### config.mk
export PLATFORM = sky130hd
export DESIGN_NAME = epp_host_master
export DESIGN_NICKNAME = d
export VERILOG_FILES = /design/src/rtl/epp_host_master.sv
export SDC_FILE = /design/constraint.sdc
export NUM_CORES = 1
export LEC_CHECK = 0
export ABC_AREA = 1
export BUFFER_PORTS_ARGS = -buffer_cell sky130_fd_sc_hd__buf_2
export CORE_AREA = 2 2 64 66
export DETAILED_ROUTE_END_ITERATION = 16
export DIE_AREA = 0 0 66 68
export GPL_ROUTABILITY_DRIVEN = 0
export PLACE_DENSITY_LB_ADDON = 0.2
export SLEW_MARGIN = 20
export SYNTH_ARGS = -nofsm -noshare
export SYNTH_HDL_FRONTEND = slang
export SYNTH_SLANG_ARGS = --single-unit
### constraint.sdc
create_clock -name CLK -period 1.7 [get_ports CLK]
set_input_delay 0.255 -clock CLK [delete_from_list [all_inputs] [get_ports CLK]]
set_output_delay 0.255 -clock CLK [all_outputs]
set_load 0.01 [all_outputs]
### src/rtl/epp_host_master.sv
// EPP host initiator: runs one address/data read or write cycle per command
// using the four-phase strobe/WAIT handshake, with a per-phase timeout.
module epp_host_master #(
  parameter int SETUP_CYCLES   = 2,
  parameter int TIMEOUT_CYCLES = 1024
) (
  input  logic       CLK,
  input  logic       RST_ASYNC,
  input  logic       CMD_VALID_IN,
  output logic       CMD_READY_OUT,
  input  logic       CMD_ADDR_IN,
  input  logic       CMD_WRITE_IN,
  input  logic [7:0] CMD_WDATA_IN,
  output logic       DONE_OUT,
  output logic       ERR_OUT,
  output logic [7:0] RD_DATA_OUT,
  output logic       EPP_ASTB_OUT,
  output logic       EPP_DSTB_OUT,
  output logic       EPP_WRITE_OUT,
  output logic [7:0] EPP_DATA_OUT,
  output logic       EPP_DATA_OE_OUT,
  input  logic [7:0] EPP_DATA_IN,
  input  logic       EPP_WAIT_IN
);

  localparam int SW = (SETUP_CYCLES > 1) ? $clog2(SETUP_CYCLES) : 1;
  localparam int TW = $clog2(TIMEOUT_CYCLES);
  localparam logic [SW-1:0] SLOAD = SW'(SETUP_CYCLES - 1);
  localparam logic [TW-1:0] TMAX = TW'(TIMEOUT_CYCLES - 1);

  typedef enum logic [2:0] {
    IDLE, SETUP, STROBE, RELEASE, DONE
  } state_t;

  state_t state, nxt;

  logic [1:0]    wait_sync;
  logic          wait_s;
  logic [SW-1:0] scnt;
  logic [TW-1:0] tcnt;
  logic          is_addr;
  logic          abort;
  logic          accept;
  logic          tmo;

  assign wait_s = wait_sync[1];
  assign accept = CMD_VALID_IN && (state == IDLE);
  assign tmo    = (tcnt == TMAX);

  always_ff @(posedge CLK or posedge RST_ASYNC) begin
    if (RST_ASYNC) state <= IDLE;
    else           state <= nxt;
  end

  always_comb begin
    nxt = state;
    unique case (state)
      IDLE:    if (accept) nxt = SETUP;
      SETUP:   if (scnt == '0) nxt = STROBE;
      STROBE:  if (wait_s) nxt = RELEASE;
               else if (tmo) nxt = DONE;
      RELEASE: if (!wait_s || tmo) nxt = DONE;
      DONE:    nxt = IDLE;
      default: nxt = IDLE;
    endcase
  end

  always_comb begin
    CMD_READY_OUT = (state == IDLE);
    DONE_OUT      = (state == DONE);
    ERR_OUT       = (state == DONE) && abort;
  end

  always_ff @(posedge CLK or posedge RST_ASYNC) begin
    if (RST_ASYNC) wait_sync <= 2'b00;
    else           wait_sync <= {wait_sync[0], EPP_WAIT_IN};
  end

  // Strobes, bus drive and read capture are registered so the pins never glitch.
  always_ff @(posedge CLK or posedge RST_ASYNC) begin
    if (RST_ASYNC) begin
      EPP_ASTB_OUT    <= 1'b1;
      EPP_DSTB_OUT    <= 1'b1;
      EPP_WRITE_OUT   <= 1'b1;
      EPP_DATA_OUT    <= 8'h00;
      EPP_DATA_OE_OUT <= 1'b0;
      RD_DATA_OUT     <= 8'h00;
      scnt            <= '0;
      tcnt            <= '0;
      is_addr         <= 1'b0;
      abort           <= 1'b0;
    end else begin
      unique case (state)
        IDLE: if (accept) begin
          EPP_WRITE_OUT   <= ~CMD_WRITE_IN;
          EPP_DATA_OUT    <= CMD_WRITE_IN ? CMD_WDATA_IN : 8'h00;
          EPP_DATA_OE_OUT <= CMD_WRITE_IN;
          is_addr         <= CMD_ADDR_IN;
          abort           <= 1'b0;
          scnt            <= SLOAD;
        end
        SETUP: begin
          if (scnt == '0) begin
            EPP_ASTB_OUT <= ~is_addr;
            EPP_DSTB_OUT <= is_addr;
            tcnt         <= '0;
          end else begin
            scnt <= scnt - 1'b1;
          end
        end
        STROBE: begin
          if (wait_s) begin
            EPP_ASTB_OUT <= 1'b1;
            EPP_DSTB_OUT <= 1'b1;
            tcnt         <= '0;
            if (EPP_WRITE_OUT) RD_DATA_OUT <= EPP_DATA_IN;
          end else if (tmo) begin
            EPP_ASTB_OUT    <= 1'b1;
            EPP_DSTB_OUT    <= 1'b1;
            EPP_WRITE_OUT   <= 1'b1;
            EPP_DATA_OUT    <= 8'h00;
            EPP_DATA_OE_OUT <= 1'b0;
            abort           <= 1'b1;
          end else begin
            tcnt <= tcnt + 1'b1;
          end
        end
        RELEASE: begin
          if (!wait_s || tmo) begin
            EPP_WRITE_OUT   <= 1'b1;
            EPP_DATA_OUT    <= 8'h00;
            EPP_DATA_OE_OUT <= 1'b0;
            abort           <= wait_s;
          end else begin
            tcnt <= tcnt + 1'b1;
          end
        end
        default: ;
      endcase
    end
  end

endmodule

# Word level (Yosys, flattened, before mapping)
# Cells that the tools add are included.
[classes]
addsub = 2
bitwise = 2
n_eq_ne = 13
reduce_logical = 16
n_mux = 38
[ops]
columns = ["operator", "count"]
rows = [
  ["two-way mux 10 bit", 4],
  ["two-way mux 8 bit", 5],
  ["case mux 10 bit (3 select lines)", 1],
  ["case mux 8 bit (3 select lines)", 1],
  ["two-way mux 1 bit", 15],
  ["two-way mux 3 bit", 5],
  ["case mux 3 bit (4 select lines)", 1],
  ["adder 10 x 1 -> 10 bit (second input constant)", 1],
  ["== test 10 bit (second input constant)", 1],
  ["!= test 2 bit (second input constant)", 5],
  ["case mux 1 bit (3 select lines)", 3],
  ["AND reduction 4 bit", 2],
  ["== test 3 x 2 -> 1 bit (second input constant)", 2],
  ["!= test 3 bit (second input constant)", 2],
  ["case mux 1 bit (2 select lines)", 3],
  ["AND reduction 3 bit", 2],
  ["nonzero test 3 bit", 2],
  ["AND reduction 5 bit", 1],
  ["AND reduction 2 bit", 2],
  ["nonzero test 2 bit", 2],
  ["== test 3 x 1 -> 1 bit (second input constant)", 1],
  ["== test 3 bit (second input constant)", 1],
  ["zero test 3 bit", 1],
  ["logical AND 1 bit", 2],
  ["other kinds (5)", 6],
]
[word_totals]
elab_cells = 83
ff_bits = 38
inputBits = 22
out_inout_bits = 23

# Logic depth before layout (Yosys ltp)
[logic_depth]
depth_word = 4
depth_mapped = 10
depth_no_buf = 10

# Least setup slack after synthesis
# OpenSTA, ideal clock, no wires.
[synth_timing]
path_kind = "register -> register"
startpoint = "register tcnt[0]"
endpoint = "register tcnt[0]"
period_less_slack_ns = 1.517
required_time_ns = 1.583
t_arrival_ns = 1.399
path_buffers = 1
setup_ns = 0.117
path_stages_with_launch = 11
path_slack_ns = 0.183
cell_sequence = "dfrtp_1 > ha_1 > nand2_1 > nor2_4 > nand3_2 > nor2_1 > nor2_2 > nand2_4 > buf_8 > nand2_1 > o21ai_2"
[synth_between]
elab_chain_len = 4
word_cells_on_any_way = 10
cone_classes = "1 x add/sub; 3 x eq/ne; 4 x mux; 2 x reduce/logical"
[synth_lines]
columns = ["item", "line", "text"]
rows = [
  ["from (decl)", "40", "logic [TW-1:0] tcnt;"],
  ["from (signal assigned)", "125", "tcnt <= tcnt + 1'b1;"],
  ["from (signal assigned)", "135", "tcnt <= tcnt + 1'b1;"],
  ["adder 10 x 1 -> 10 bit or == test 10 bit (tied branches)", "125, 135, 48", ""],
  ["two-way mux 10 bit or logical OR 1 bit (tied branches)", "117, 129", ""],
  ["two-way mux 10 bit or != test 2 bit (tied branches)", "-", ""],
  ["case mux 10 bit (3 select lines) or AND reduction 4 bit (tied branches)", "-", ""],
]
# Several ways; a longest one is shown, not always the timed one. The select of a mux whose other input is x is not followed.
# A chain may end at the register's enable or synchronous reset.

# Final worst setup path
[layout_timing]
startpoint = "register tcnt[0]"
endpoint = "register tcnt[8]"
# The elaborated chain is that of the path after synthesis.

==> results.rst <==
.. list-table::
   :header-rows: 1

   * - Metric
     - Value
   * - Number of global-route vias before repair
     - 1,390
   * - Initial DRC Count
     - 99
   * - Family with the most delay on the worst path
     - flip-flops
   * - Final worst path period need
     - 1.57 ns
   * - CTS Root Cell
     - sky130_fd_sc_hd__clkbuf_8
   * - Instance count of the mapped netlist
     - 223
   * - Pwr dens
     - 1630 nW/µm²
   * - # IOs
     - 45
   * - Setup violation total in the final timing report
     - 0
   * - Result of the run
     - finished, final reports clean
   * - Antenna-violating nets left
     - 0
   * - Mean number of vias per cell
     - 4.84
   * - Final clock skew
     - 0.00580 ns
   * - Average detailed-routed wire length per instance
     - 11.7 µm
   * - Most used cells in the layout excluding fill and tap cells
     - sky130_fd_sc_hd__nand2_1 (71), sky130_fd_sc_hd__buf_2 (44), sky130_fd_sc_hd__dfrtp_1 (35)
   * - Synth async-reset ratio
     - 1.00
   * - Post-route standard cell area excluding fillers
     - 2400 µm²
   * - Critical Path, Cell by Cell
     - ha_2 > nand2_1 > nor2_4 > buf_4 > buf_4 > a21o_2 > nand3_1 > nand2_1 > nand2_1 > nand2_1
   * - Worst setup path category
     - reg2reg
   * - Max IR drop VDD
     - 0.899 mV
   * - Netlist area before placement
     - 1960 µm²
   * - Synth warn
     - 0
   * - Post-synthesis net count
     - 246
   * - Most instantiated flip-flop cell in the synthesis netlist
     - sky130_fd_sc_hd__dfrtp_1
   * - Reported leakage power
     - 1.26 nW
   * - Sinks on the clock net
     - 38
   * - # DRC
     - 0
   * - Layout cell share with drive strength beyond 1
     - 0.395
   * - Overall die area
     - 4490 µm²
   * - Clk network pwr share
     - 0.171
   * - Signal arrival time at the worst endpoint
     - 1.76 ns
   * - Combinational fraction of design power
     - 0.470
   * - Register bit total from synthesis
     - 38
   * - Final WL
     - 3.86 mm
   * - Required time worst endpoint
     - 1.89 ns
   * - Transition time at the pin with the least slew margin
     - 0.472 ns
   * - Layout Area Growth over Synthesis
     - 22.7%
   * - # diodes
     - 0
   * - Crit path max fanout
     - 4
   * - Total CTS buffers
     - 5
   * - Maximum number of pins on one net before global-route repair
     - 39
   * - Stage delay of the slowest cell on the critical path
     - 0.41 ns
   * - Placed standard-cell area
     - 2270 µm²
   * - Width of the chip
     - 66 µm
   * - Count of buffers from port buffering
     - 44
   * - Skew-Pair Late Insertion Delay
     - 0.30 ns
   * - Count of buffering cells on the critical path with inverters included
     - 2
   * - Number of unique standard cell types used by synthesis
     - 28
   * - Crit path capture type
     - register
   * - Most used cell along the critical path
     - sky130_fd_sc_hd__nand2_1
   * - Commonest non-fill, non-tap cell in the layout
     - sky130_fd_sc_hd__nand2_1
   * - Number of standard-cell rows in the floorplan
     - 23
   * - Final Instance Count excl. Fillers
     - 331
   * - Maximum clock path buffer count
     - 2
   * - Core area
     - 3860 µm²
   * - Max-slew headroom
     - 0.685
   * - Slowest library cell on the worst path
     - sky130_fd_sc_hd__dfrtp_1
   * - Path category of the worst min-delay check
     - in2async
   * - Final worst-path cycle share
     - 0.923
   * - Total internal power
     - 0.00226 W
   * - Final Util
     - 0.622
   * - Max-capacitance violation count
     - 0
   * - CP Launch Type
     - register
   * - CTS H-tree lvls
     - 2
   * - Die span in y
     - 68 µm
   * - Endpoints failing hold
     - 0
   * - Initial antenna violation count
     - 0
   * - Net switching component of the power
     - 0.00165 W
   * - Mean Syn Cell Area
     - 8.77 µm²
   * - Placed insts
     - 321
   * - TritonCTS clock tree
     - built
   * - Total number of nets in the final design
     - 303
   * - Overall Global Routing Usage
     - 0.183
   * - EDFF count, synth
     - 0
   * - Achievable frequency
     - 637 MHz
   * - First-pass GRT wire length
     - 6.12 mm
   * - Aggregate global routing overflow
     - 0
   * - Net switching share of the total power
     - 0.421
   * - Post-CTS clock slew at the launch and capture registers of the worst setup and hold paths
     - 0.07 ns
   * - Detailed-placement wirelength estimate
     - 2.80 mm
   * - Final-layout worst hold slack
     - 0.0482 ns
   * - Pins over their slew limit
     - 0
   * - First-pass iteration count of the detailed router
     - 4
   * - Power share of the sequential group
     - 0.359
   * - Initial Util
     - 0.507
   * - Via count
     - 1,602
   * - Part of the Yosys area used for sequential elements
     - 0.488
-- cell families after synthesis --
group / after synthesis / synth area share
and+or+nand+nor: 120 / 0.278
AOI/OAI and AO/OA: 25 / 0.0992
DFF: 38 / 0.488
buffers and inverters: 28 / 0.0672
muxes: 9 / 0.0518
adders and majority gates: 1 / 0.00640
xor gates and xnor gates: 2 / 0.00896
-- registers in the layout (all words and copies together), names as in the netlist --
| signal | cells |
|---|---|
| EPP_ASTB_OUT | 1 |
| EPP_DATA_OE_OUT | 1 |
| EPP_DATA_OUT | 8 |
| EPP_DSTB_OUT | 1 |
| EPP_WRITE_OUT | 1 |
| RD_DATA_OUT | 8 |
| abort | 1 |
| is_addr | 1 |
| scnt | 1 |
| state | 3 |
| tcnt | 10 |
| wait_sync | 2 |
-- worst paths after layout --
check	from	to	slack [ns]	depth (start not counted)
setup / recovery	tcnt[0]	tcnt[8]	0.13	10
hold / removal	RST_ASYNC	tcnt[9]	0.05	3
setup reg to reg	tcnt[0]	tcnt[8]	0.13	10
hold reg to reg	wait_sync[0]	wait_sync[1]	0.35	0
max in group asynchronous	RST_ASYNC	EPP_WRITE_OUT	1.30	3
min in group CLK	EPP_WAIT_IN	wait_sync[0]	0.06	1
-- metrics by stage --
| stage | TNS (ns) | worst slack, ns | total power [W] |
|---|---|---|---|
| 2_1_floorplan | 0 | 0.183 | 0.00277 |
| 3_3_place_gp | 0 | 0.130 | 0.00319 |
| 3_5_place_dp | 0 | 0.0922 | 0.00322 |
| 4_1_cts | 0 | 0.0894 | 0.00390 |
| 5_1_grt | -0.00174 | -0.00174 | 0.00424 |
| 6_report | 0 | 0.131 | 0.00390 |
-- worst reg2reg max path, stage by stage, from the launching register on --
cell and delay, ns:
sky130_fd_sc_hd__dfrtp_1 0.41, sky130_fd_sc_hd__ha_2 0.20, sky130_fd_sc_hd__nand2_1 0.13, sky130_fd_sc_hd__nor2_4 0.06
sky130_fd_sc_hd__buf_4 0.12, sky130_fd_sc_hd__buf_4 0.13, sky130_fd_sc_hd__a21o_2 0.21, sky130_fd_sc_hd__nand3_1 0.06
sky130_fd_sc_hd__nand2_1 0.05, sky130_fd_sc_hd__nand2_1 0.05, sky130_fd_sc_hd__nand2_1 0.05
-- cell type report --
cell class                 count  area, µm²
multi-input combinational    158        897
timing repair buffer          52        293
fill                         348       1460
tap                           50       62.6
inverter                      25       93.8
sequential                    38        955
clock inverter                 2       16.3
clock buffer                   6       82.6
-- power groups by stage --
stage / logic (W) / clock network [W] / registers, W
floorplan: 0.00128 / 0 / 0.00150
global placement: 0.00178 / 0 / 0.00141
detailed placement: 0.00181 / 0 / 0.00142
CTS: 0.00181 / 0.000686 / 0.00140
global route: 0.00206 / 0.000729 / 0.00145
finish: 0.00183 / 0.000666 / 0.00140
-- Yosys cell counts, types with 3 or more instances --
cell type | number | area share
sky130_fd_sc_hd__dfstp_2 | 3 | 0.040
sky130_fd_sc_hd__nor2_1 | 12 | 0.023
sky130_fd_sc_hd__a21oi_1 | 3 | 0.0077
sky130_fd_sc_hd__inv_1 | 21 | 0.040
sky130_fd_sc_hd__nor2_2 | 4 | 0.013
sky130_fd_sc_hd__mux2_2 | 9 | 0.052
sky130_fd_sc_hd__inv_2 | 3 | 0.0058
sky130_fd_sc_hd__dfrtp_1 | 35 | 0.45
sky130_fd_sc_hd__nand2_1 | 71 | 0.14
sky130_fd_sc_hd__o21ai_2 | 16 | 0.072
sky130_fd_sc_hd__nand3_1 | 15 | 0.038
sky130_fd_sc_hd__nand4_1 | 4 | 0.013
sky130_fd_sc_hd__nand2_2 | 6 | 0.019
-- per-layer routing --
metal / GRT usage / share of wire / wire, µm
met5: 0 / 0 / 0
met4: 0.0867 / 0.012 / 48
met3: 0.0576 / 0.069 / 268
met2: 0.269 / 0.45 / 1750
met1: 0.248 / 0.47 / 1800
-- timing repair --
action / CTS / global route
buffers inserted: 0 / 1
gates resized for setup: 0 / 5
endpoints found under the setup margin: 0 / 15
hold buffers: 0 / 0
endpoints found under the hold margin: 0 / 0
Power figures use the tool's default switching activity.
